==> config.mk <==
export PLATFORM = sky130hd
export DESIGN_NAME = adsr_envelope
export DESIGN_NICKNAME = d
export VERILOG_FILES = /design/src/rtl/synth_pkg.sv /design/src/rtl/adsr_envelope_prescaler.sv /design/src/rtl/adsr_envelope.sv
export SDC_FILE = /design/constraint.sdc
export NUM_CORES = 1
export LEC_CHECK = 0
export CAP_MARGIN = 40
export CORE_MARGIN = 8
export CORE_UTILIZATION = 34
export CTS_CLUSTER_DIAMETER = 60
export DETAILED_ROUTE_END_ITERATION = 6
export PLACE_DENSITY_LB_ADDON = 0.25
export SLEW_MARGIN = 0
export SYNTH_ARGS = -nofsm -noshare
export SYNTH_HDL_FRONTEND = slang
export SYNTH_SLANG_ARGS = --single-unit
==> constraint.sdc <==
create_clock -name clk -period 16.4 [get_ports clk]
set_input_delay 4.92 -clock clk [delete_from_list [all_inputs] [get_ports clk]]
set_output_delay 4.92 -clock clk [all_outputs]
set_load 0.05 [all_outputs]
==> src/rtl/synth_pkg.sv <==
// Shared types and constants for the synth voice datapath.
// Holds the ADSR state encoding and the envelope level limits.
package synth_pkg;

    typedef enum logic [2:0] {
        IDLE,
        ATTACK,
        DECAY,
        SUSTAIN,
        RELEASE
    } env_state_t;

    localparam logic [7:0] ENV_MAX = 8'd255;
    localparam logic [7:0] ENV_MIN = 8'd0;

endpackage

==> src/rtl/adsr_envelope_prescaler.sv <==
// Step-rate prescaler for the ADSR envelope: pulses tick once every div cycles
// while run is high; clear restarts the count so the first tick lands div cycles later.
module env_prescaler (
    input  logic        clk,
    input  logic        nRst,
    input  logic        clear,
    input  logic        run,
    input  logic [15:0] div,
    output logic        tick
);

    logic [15:0] count;

    assign tick = run && (count == (div - 16'd1));

    // NOTE: reset is synchronous here, so nRst sits inside the clocked branch rather than the sensitivity list.
    always_ff @(posedge clk) begin
        if (!nRst || clear) begin
            count <= 16'd0;
        end else if (run) begin
            count <= tick ? 16'd0 : count + 16'd1;
        end
    end

endmodule

==> src/rtl/adsr_envelope.sv <==
// Per-voice ADSR amplitude envelope applied to the oscillator sample.
// Define ENV_RETRIG_EN to restart from level 0 on every gate rising edge; default is legato.
module adsr_envelope
    import synth_pkg::*;
#(
    parameter logic [15:0] ATTACK_DIV  = 16'd64,
    parameter logic [15:0] DECAY_DIV   = 16'd128,
    parameter logic [15:0] RELEASE_DIV = 16'd256,
    parameter logic [7:0]  SUSTAIN_LVL = 8'd192
) (
    input  logic       clk,
    input  logic       nRst,
    input  logic       gate,
    input  logic [7:0] sample_in,
    output logic [7:0] sample_out,
    output logic [7:0] env_level,
    output env_state_t env_state,
    output logic       active
);

    env_state_t  state_next;
    logic [7:0]  level_next;
    logic [7:0]  level_dec;
    logic [15:0] div_sel;
    logic [15:0] product;
    logic        run;
    logic        tick;
    logic        retrig;
    logic        clear;

    assign run       = (env_state == ATTACK) || (env_state == DECAY) || (env_state == RELEASE);
    assign clear     = (state_next != env_state) || retrig;
    assign level_dec = env_level - 8'd1;
    assign active    = (env_state != IDLE);

    always_comb begin
        case (env_state)
            ATTACK:  div_sel = ATTACK_DIV;
            DECAY:   div_sel = DECAY_DIV;
            default: div_sel = RELEASE_DIV;
        endcase
    end

    env_prescaler u_prescaler (
        .clk   (clk),
        .nRst  (nRst),
        .clear (clear),
        .run   (run),
        .div   (div_sel),
        .tick  (tick)
    );

`ifdef ENV_RETRIG_EN
    logic gate_q;

    always_ff @(posedge clk) begin
        if (!nRst) gate_q <= 1'b0;
        else       gate_q <= gate;
    end
`endif

    always_comb begin
        // NOTE: every output of this block gets a default first so no path can infer a latch.
        state_next = env_state;
        level_next = env_level;
        retrig     = 1'b0;
        // Gate changes win over a level step landing in the same cycle.
        case (env_state)
            IDLE: begin
                if (gate) state_next = ATTACK;
            end
            ATTACK: begin
                if (!gate) begin
                    state_next = RELEASE;
                end else if (env_level == ENV_MAX) begin
                    state_next = DECAY;
                end else if (tick) begin
                    level_next = env_level + 8'd1;
                    if (env_level == ENV_MAX - 8'd1) state_next = DECAY;
                end
            end
            DECAY: begin
                if (!gate) begin
                    state_next = RELEASE;
                end else if (env_level <= SUSTAIN_LVL) begin
                    state_next = SUSTAIN;
                    level_next = SUSTAIN_LVL;
                end else if (tick) begin
                    level_next = level_dec;
                    if (level_dec == SUSTAIN_LVL) state_next = SUSTAIN;
                end
            end
            SUSTAIN: begin
                level_next = SUSTAIN_LVL;
                if (!gate) state_next = RELEASE;
            end
            RELEASE: begin
                if (gate) begin
                    state_next = ATTACK;
                end else if (env_level == ENV_MIN) begin
                    state_next = IDLE;
                end else if (tick) begin
                    level_next = level_dec;
                    if (level_dec == ENV_MIN) state_next = IDLE;
                end
            end
            default: begin
                state_next = IDLE;
                level_next = ENV_MIN;
            end
        endcase
`ifdef ENV_RETRIG_EN
        if (gate && !gate_q && env_state != IDLE) begin
            state_next = ATTACK;
            level_next = ENV_MIN;
            retrig     = 1'b1;
        end
`endif
    end

    assign product = sample_in * env_level;

    // NOTE: registers are written with non-blocking assignments so all of them update from pre-edge values.
    always_ff @(posedge clk) begin
        if (!nRst) begin
            env_state  <= IDLE;
            env_level  <= ENV_MIN;
            sample_out <= 8'd0;
        end else begin
            env_state  <= state_next;
            env_level  <= level_next;
            sample_out <= product[15:8];
        end
    end

endmodule
==> results.txt, run 1 <==
* Register share of total power: 0.396
* Setup Crit Path Kind: in -> reg
- The run finished with clean final reports.
* X dimension of the die: 129.4 um
- Pwr/cell area: 44.02 mW/mm^2
- Die Footprint: 0.01675 sq mm
- The final number of max-transition violations is 0.
* R2R Path Start: env_level[6]
- For this design, the sink count on the clock tree is 35.
* Biggest cell delay along the critical path: 530 ps
- Number of buffers added on ports: 30
- Clock root buffer: sky130_fd_sc_hd__clkbuf_16
- By instance count, the cell type seen most on the critical path is sky130_fd_sc_hd__fa_1.
* Total wirelength of the detailed-routed design: 11090 um
- Global routing finished with a remaining overflow of 0.
- In this run the register-to-register setup slack is 11530 ps.
- Share of the yosys chip area belonging to registers: 0.1602
* Filler instances: 1285
* Count of flip-flops with a built-in enable after synthesis: 0
- After legalization and detailed placement, the total HPWL measured 8361 um.
- The clock reaches the later pin of the worst-skew pair after 280 ps.
- Critical path destination: sample_out[6]
* Number of instances resized during post-cts repair: 0
- RD Place Congestion: 0.8707
* Psw: 0.05513 mW
* Mean routed wirelength per cell: 15.60 um
* Clock group share of total power: 0.528
- Post-layout power: 0.2184 mW
- For this design, the slowest cell found on the critical path is sky130_fd_sc_hd__fa_1.
- Internal power comes to 0.1632 mW.
- In this run the critical register-to-register path is captured at sample_out[6].
* Buffers & Inverters on Critical Path: 3
- Counting I/O delays and the setup requirement, the final critical path takes 9325 ps.
- Highest net fanout along the worst path: 8
- In the final layout, the share of cells above drive strength 1 is 0.06494.
* Crit. path cell count: 15
- Total core area: 0.01257 sq mm
- Buffers added to address setup during post-CTS repair amount to 0.
- Data on the critical path is required at its endpoint by 16570 ps.
- Kind of path behind the tightest hold check: reg -> reg
- Setup violation total in the final timing report: 0
- Unrepaired setup endpoints after global routing: false
- The analysis attributes to cell leakage a power of 2.115 nW.
- The detailed router finished its first iteration with 283 violations.
* Antenna diode instance count: 0
- Tightest Pin Transition: 869.4 ps
* Initial cell density of the core: 0.3480
- Traced cell by cell, the critical path runs through clkdlybuf4s50_1, and2_1, fa_1, inv_1, fa_1, inv_1, fa_1, fa_1, ha_1, a2111oi_0, o21ai_1, a41oi_1, o211a_1, o21bai_1, o211a_1.
* Number of synthesized register bits: 35
* CP Launch Point: sample_in[3]
- Proportion of synthesized flip-flops having asynchronous set or reset: 0
* Kind of end point of the critical path: register
- Category of the worst setup path launch point: primary input
* Total negative slack: 0 ps
* DRC errors left: 0
- In the global route stage, overall resource usage came out at 0.1386.
- In this run the number of H-tree levels came out at 2.
- The synthesized netlist occupies a cell area of 0.004374 sq mm.
* First-pass detailed-route iteration total: 5
- Arr. time, crit path: 9500 ps
* Maximum clock rate: 0.1072 GHz
- Post-Syn Nets: 610
- After detailed routing, the number of vias per cell comes to 5.332.
- The finished cells cover 0.004961 sq mm.
- Across all setup checks in the final design, the least slack found is 7075 ps.
- The library cell used most frequently in the layout, excluding fill and tap cells, is sky130_fd_sc_hd__inv_1.
- Total CTS buffers: 5
- Wire length of the first global-routing pass: 19110 um
* Switching Share: 0.2524
- The share of total power dissipated in combinational logic is 0.077.
* Pre-CTS setup slack: 6732 ps
* Final clock period utilization by the worst path: 0.5686
* Most used cells in the layout excluding fill and tap cells: sky130_fd_sc_hd__inv_1, sky130_fd_sc_hd__and2_1, sky130_fd_sc_hd__nand2_1, sky130_fd_sc_hd__ha_1
* Hold violation count in the final report: 0
- Gate Count Post-Synth: 525
- The kind of cell with the highest combined delay along the critical path is adder cells.
* Total via count in the routed design: 3791
- The final layout contains 623 nets.
- Area Overhead vs Synth: 13.42%
- Mapped Avg Cell Area: 8.332 sq um
* Maximum count of clock buffers along a single path: 2
* Headroom to the max-slew limit: 0.4159
- Total of hold buffers inserted after clock tree synthesis: 0
* Antenna-violating nets left: 0
- Pin count of the biggest net entering global routing: 25
- Max cap viols: 0
- Between clock sinks in the finished design, the worst skew comes to 6.381 ps.
* Number of cells on the worst reg-to-reg path: 13
- The die is 129.4 um tall.
* Initial antenna violation count: 0
- Count of pins on the block boundary: 31
- Worst voltage drop across the vdd grid: 0.00003815 V
- Worst-path clk slew: 60 ps
* Primary FF master, synth: sky130_fd_sc_hd__dfxtp_1
- Number of synthesis warnings: 0
* TritonCTS clock tree: yes
- Hold timing on the final database bottoms out at a slack of 568.0 ps.
* Synth cell types: 73
* Area after detailed placement: 0.004788 sq mm
* Number of standard-cell rows in the floorplan: 41
- The number of global-route vias before repair came to 3818.
## power groups by stage
stage                     registers [mW]  clock network (mW)  logic [mW]
after floorplan                   0.0880                   0     0.00943
after global placement            0.0882                   0      0.0157
after detailed placement          0.0883                   0      0.0167
after CTS                         0.0864               0.116      0.0167
after global routing              0.0864               0.120      0.0182
final                             0.0864               0.115      0.0168
## layout make-up
| class | count | area [sq um] | area share |
|---|---|---|---|
| tap | 172 | 215.2 | 0.04338 |
| sequential | 35 | 700.7 | 0.1412 |
| timing repair buffer | 35 | 341.6 | 0.06885 |
| clock inverter | 3 | 47.55 | 0.009584 |
| inverter | 64 | 240.2 | 0.04842 |
| multi-input combinational | 397 | 3291 | 0.6633 |
| clock buffer | 5 | 125.1 | 0.02522 |
## cells in the mapped netlist (3+ instances only)
cell type / instances / area, sq um
sky130_fd_sc_hd__nor4_2: 8 / 100.1
sky130_fd_sc_hd__nor3_2: 3 / 30.03
sky130_fd_sc_hd__nor2_1: 32 / 120.1
sky130_fd_sc_hd__xor2_1: 9 / 78.83
sky130_fd_sc_hd__buf_2: 3 / 15.01
sky130_fd_sc_hd__o211ai_1: 4 / 30.03
sky130_fd_sc_hd__and3_1: 3 / 18.77
sky130_fd_sc_hd__nand4_1: 7 / 43.79
sky130_fd_sc_hd__or3_1: 8 / 50.05
sky130_fd_sc_hd__a32o_1: 4 / 40.04
sky130_fd_sc_hd__nand2b_1: 8 / 50.05
sky130_fd_sc_hd__a31oi_1: 6 / 37.54
sky130_fd_sc_hd__buf_6: 4 / 45.04
sky130_fd_sc_hd__nor3_1: 7 / 35.03
sky130_fd_sc_hd__xnor2_1: 12 / 105.1
sky130_fd_sc_hd__fa_1: 35 / 700.7
sky130_fd_sc_hd__nor2b_1: 5 / 31.28
sky130_fd_sc_hd__nand2_1: 39 / 146.4
sky130_fd_sc_hd__and2_1: 50 / 312.8
sky130_fd_sc_hd__o21bai_1: 4 / 30.03
sky130_fd_sc_hd__o2111ai_1: 3 / 26.28
sky130_fd_sc_hd__a211oi_1: 3 / 22.52
sky130_fd_sc_hd__ha_1: 39 / 488.0
sky130_fd_sc_hd__a21o_1: 3 / 22.52
sky130_fd_sc_hd__dfxtp_1: 35 / 700.7
sky130_fd_sc_hd__o21ai_0: 10 / 50.05
sky130_fd_sc_hd__o31ai_1: 4 / 30.03
sky130_fd_sc_hd__o21ai_1: 7 / 35.03
sky130_fd_sc_hd__nor4_1: 11 / 68.82
sky130_fd_sc_hd__a21oi_1: 12 / 60.06
sky130_fd_sc_hd__clkbuf_1: 20 / 75.07
sky130_fd_sc_hd__nand3_1: 11 / 55.05
sky130_fd_sc_hd__a221o_1: 3 / 30.03
sky130_fd_sc_hd__inv_1: 61 / 229.0
## flip-flops by register name, indices dropped and copies added, names as in the netlist
name and count:
u_prescaler.count 16, sample_out 8, env_state 3, env_level 8
## cell families (layout without fill, tap and decap cells)
kind of cell | after synthesis | count (layout) | share of synthesized area
adders and majority gates | 74 | 74 | 0.2717
AOI/OAI and AO/OA | 90 | 90 | 0.1522
and+or+nand+nor | 210 | 210 | 0.2818
muxes | 2 | 2 | 0.004577
buffers and inverters | 93 | 107 | 0.08753
DFF | 35 | 35 | 0.1602
xor gates and xnor gates | 21 | 21 | 0.04205
## through the flow
step | cells | util
after floorplan | 525 | -
after global placement | 702 | 0.3801
after detailed placement | 703 | 0.3810
after CTS | 711 | 0.3947
after global routing | 711 | 0.3947
final | 711 | 0.3947
## routing by layer
layer / track usage / vias to the layer above / share of wire
li1: - / 1835 / -
met1: 0.1911 / 1820 / 0.48
met2: 0.2194 / 120 / 0.46
met3: 0.02301 / 16 / 0.050
met4: 0.03620 / 0 / 0.016
met5: 0 / - / 0
## worst min-delay path, stage by stage (launching register included)
cell,delay (ps)
sky130_fd_sc_hd__dfxtp_1,330
sky130_fd_sc_hd__xnor2_1,160
sky130_fd_sc_hd__nor4_1,40
## how the worst min path moves through the flow
stage | end | start | depth (start not counted)
6_report | u_prescaler.count[9] | u_prescaler.count[9] | 2
5_1_grt | u_prescaler.count[9] | u_prescaler.count[9] | 2
4_1_cts | u_prescaler.count[9] | u_prescaler.count[9] | 2
3_5_place_dp | u_prescaler.count[5] | u_prescaler.count[5] | 2
3_3_place_gp | u_prescaler.count[15] | u_prescaler.count[15] | 2
2_1_floorplan | u_prescaler.count[15] | u_prescaler.count[15] | 2
(Power assumes the default switching activity.)
==> inputs of run 2 (changes only) <==
==> constraint.sdc (replaced) <==
create_clock -name clk -period 8.1 [get_ports clk]
set_input_delay 2.43 -clock clk [delete_from_list [all_inputs] [get_ports clk]]
set_output_delay 2.43 -clock clk [all_outputs]
set_load 0.05 [all_outputs]
==> results.txt, run 2 (synthesis gave the netlist of run 1 again) <==
- Number of global-route vias before repair: 3865
- The register with the most flip-flops in the layout has 16 of them.
- Most common library cell in the layout ignoring fill and taps: sky130_fd_sc_hd__inv_1
* First-pass detailed-route iteration total: 4
- In the routed layout, each cell is associated on average with a via count of 5.302.
- At the worst endpoint, the required time is 8270 ps.
- Total via count in the routed design: 3770
- Setup violations remaining at the end of the flow were counted as 0.
- Most used cells in the layout excluding fill and tap cells: sky130_fd_sc_hd__inv_1, sky130_fd_sc_hd__and2_1, sky130_fd_sc_hd__nand2_1, sky130_fd_sc_hd__ha_1
* Final Slew Violations: 0
- Overall power consumption after layout is estimated at 0.4423 mW.
* Maximum clock rate: 0.1454 GHz
* Pwr/cell area: 89.16 mW/mm^2
- Share of cells above drive strength 1: 0.06494
- After clock tree synthesis, the setup repair step added 0 buffers.
* Post-layout min period: 6876 ps
- Remaining Overflow, GRT: 0
- Counting along the longest clock path gives a buffer depth of 2.
* Highest net fanout along the worst path: 8
- Register containing the most flip-flops in the final layout: u_prescaler.count
* Category of the worst setup path launch point: primary input
* Starting DRC count in detailed routing: 237
- Combined area of the multi-input logic cells: 0.003291 sq mm
- Worst clock skew on the final layout: 4.366 ps
- Final non-filler cell area: 0.004961 sq mm
* Leakage: 2.115 nW
- In this run the cell area measured after placement is 0.004788 sq mm.
- Total negative slack: 0 ps
- Footprint of the flip-flops and latches: 700.7 sq um
- From synthesis to final layout, the design area changed by 13.42%.
- Port buffering added 30 buffers.
- The layer flagged by global routing as most heavily used is met2.
- After clock tree synthesis, the clock-pin slew on the worst setup and hold paths is 60 ps.
* Worst voltage drop across the vdd grid: 0.0001284 V
- Routability-driven placement finished with a final weighted congestion of 0.8792.
- Worst-case register-to-register setup slack: 3200 ps
* Insertion delay to the later sink of the worst-skew pair: 280 ps
- For met3 alone, demand over resource in global routing was 0.01767.
* Outcome: complete, no violations
- Wires add up to 11370 um.
* Setup Crit Path Kind: in -> reg
* Half-perimeter wire length after placement: 8559 um
- Total of hold buffers inserted after clock tree synthesis: 0
- R2R Path Start: env_level[6]
* Count of pins on the block boundary: 31
- After the last flow step, the layout net total stands at 623.
- Clock root buffer: sky130_fd_sc_hd__clkbuf_16
- Row generation in the floorplan step produced 41 rows.
* Number of cells in the design after placement: 703
* Initial cell density of the core: 0.3480
* Met1 routing resource usage after global routing: 0.1901
- For the pin with the worst max-slew slack, the measured transition is 882.7 ps.
- At the placement stage, the worst setup path has a slack of 866.8 ps.
- The H-tree was split into 2 levels.
- The number of cells on the worst reg-to-reg path is 13.
- TritonCTS built the clock tree.
- Total core area: 0.01257 sq mm
* Setup slack of the critical path after layout: 1224 ps
- The number of antenna violations at the first check in global routing was 0.
- Counting instances, the worst hold path has a depth of 2.
- Die Footprint: 0.01675 sq mm
* Die Y: 129.4 um
- Filler instances: 1285
- Kind of end point of the critical path: register
- Hold violation count in the final report: 0
* Mean routed wirelength per cell: 16.00 um
- Antenna-violating nets left: 0
- Unrepaired setup endpoints after global routing: false
- Total CTS buffers: 5
- Wire length of the first global-routing pass: 19370 um
* Headroom to the max-slew limit: 0.4070
- Kind of path behind the tightest hold check: reg -> reg
* Max cap viols: 0
- In the global route stage, overall resource usage came out at 0.1424.
* DRC errors left: 0
- Pin count of the biggest net entering global routing: 25
* Number of instances resized during post-cts repair: 0
* X dimension of the die: 129.4 um
* Post-layout utilization of the core: 0.3947
- Smallest hold slack: 566.2 ps
- Data on the critical path arrives at its endpoint at 7050 ps.
- Met2 demand-to-capacity share in global routing: 0.2289
- Final clock period utilization by the worst path: 0.8489
- Worst min-delay path startpoint: u_prescaler.count[9]
- Antenna diode instance count: 0
- Critical register-to-register path endpoint: sample_out[7]
- Non-Filler Instances: 711
* Clock sink count: 35
* Largest registers: u_prescaler.count (16), env_level (8), sample_out (8)
- Sink of the worst hold path: u_prescaler.count[9]
-- run 2: power breakdown --
group          leakage [nW]  internal [mW]  switching, mW
Combinational          1.75         0.0108         0.0232
Clock                0.0844          0.147         0.0864
Sequential            0.282          0.173        0.00225
-- run 2: cell type report --
cell class / instances / area share
sequential: 35 / 0.1412
clock buffer: 5 / 0.02522
multi-input combinational: 397 / 0.6633
inverter: 64 / 0.04842
tap: 172 / 0.04338
clock inverter: 3 / 0.009584
timing repair buffer: 35 / 0.06885
-- run 2: layer usage --
metal  vias to the layer above  wire [um]  part of all wire
li1                       1839          -                 -
met1                      1823       5327              0.47
met2                        90       5269              0.46
met3                        18        510             0.045
met4                         0        266             0.023
met5                         -          0                 0
-- run 2: worst max-delay path by stage --
stage,to,slack [ps],from
floorplan,sample_out[7],1880,sample_in[2]
global placement,sample_out[7],1130,sample_in[2]
detailed placement,sample_out[7],870,sample_in[3]
CTS,sample_out[7],1190,sample_in[3]
global route,sample_out[6],980,sample_in[1]
finish,sample_out[7],1220,sample_in[3]
-- run 2: worst max-delay path, cell delays in order --
cell and delay, ps:
sky130_fd_sc_hd__clkdlybuf4s50_1 520, sky130_fd_sc_hd__and2_1 240, sky130_fd_sc_hd__fa_1 530, sky130_fd_sc_hd__inv_1 50
sky130_fd_sc_hd__fa_1 480, sky130_fd_sc_hd__inv_1 60, sky130_fd_sc_hd__fa_1 500, sky130_fd_sc_hd__fa_1 500
sky130_fd_sc_hd__ha_1 230, sky130_fd_sc_hd__a2111oi_0 380, sky130_fd_sc_hd__o21ai_1 250, sky130_fd_sc_hd__a41oi_1 410
sky130_fd_sc_hd__o211a_1 250, sky130_fd_sc_hd__o21bai_1 100, sky130_fd_sc_hd__mux2i_1 120
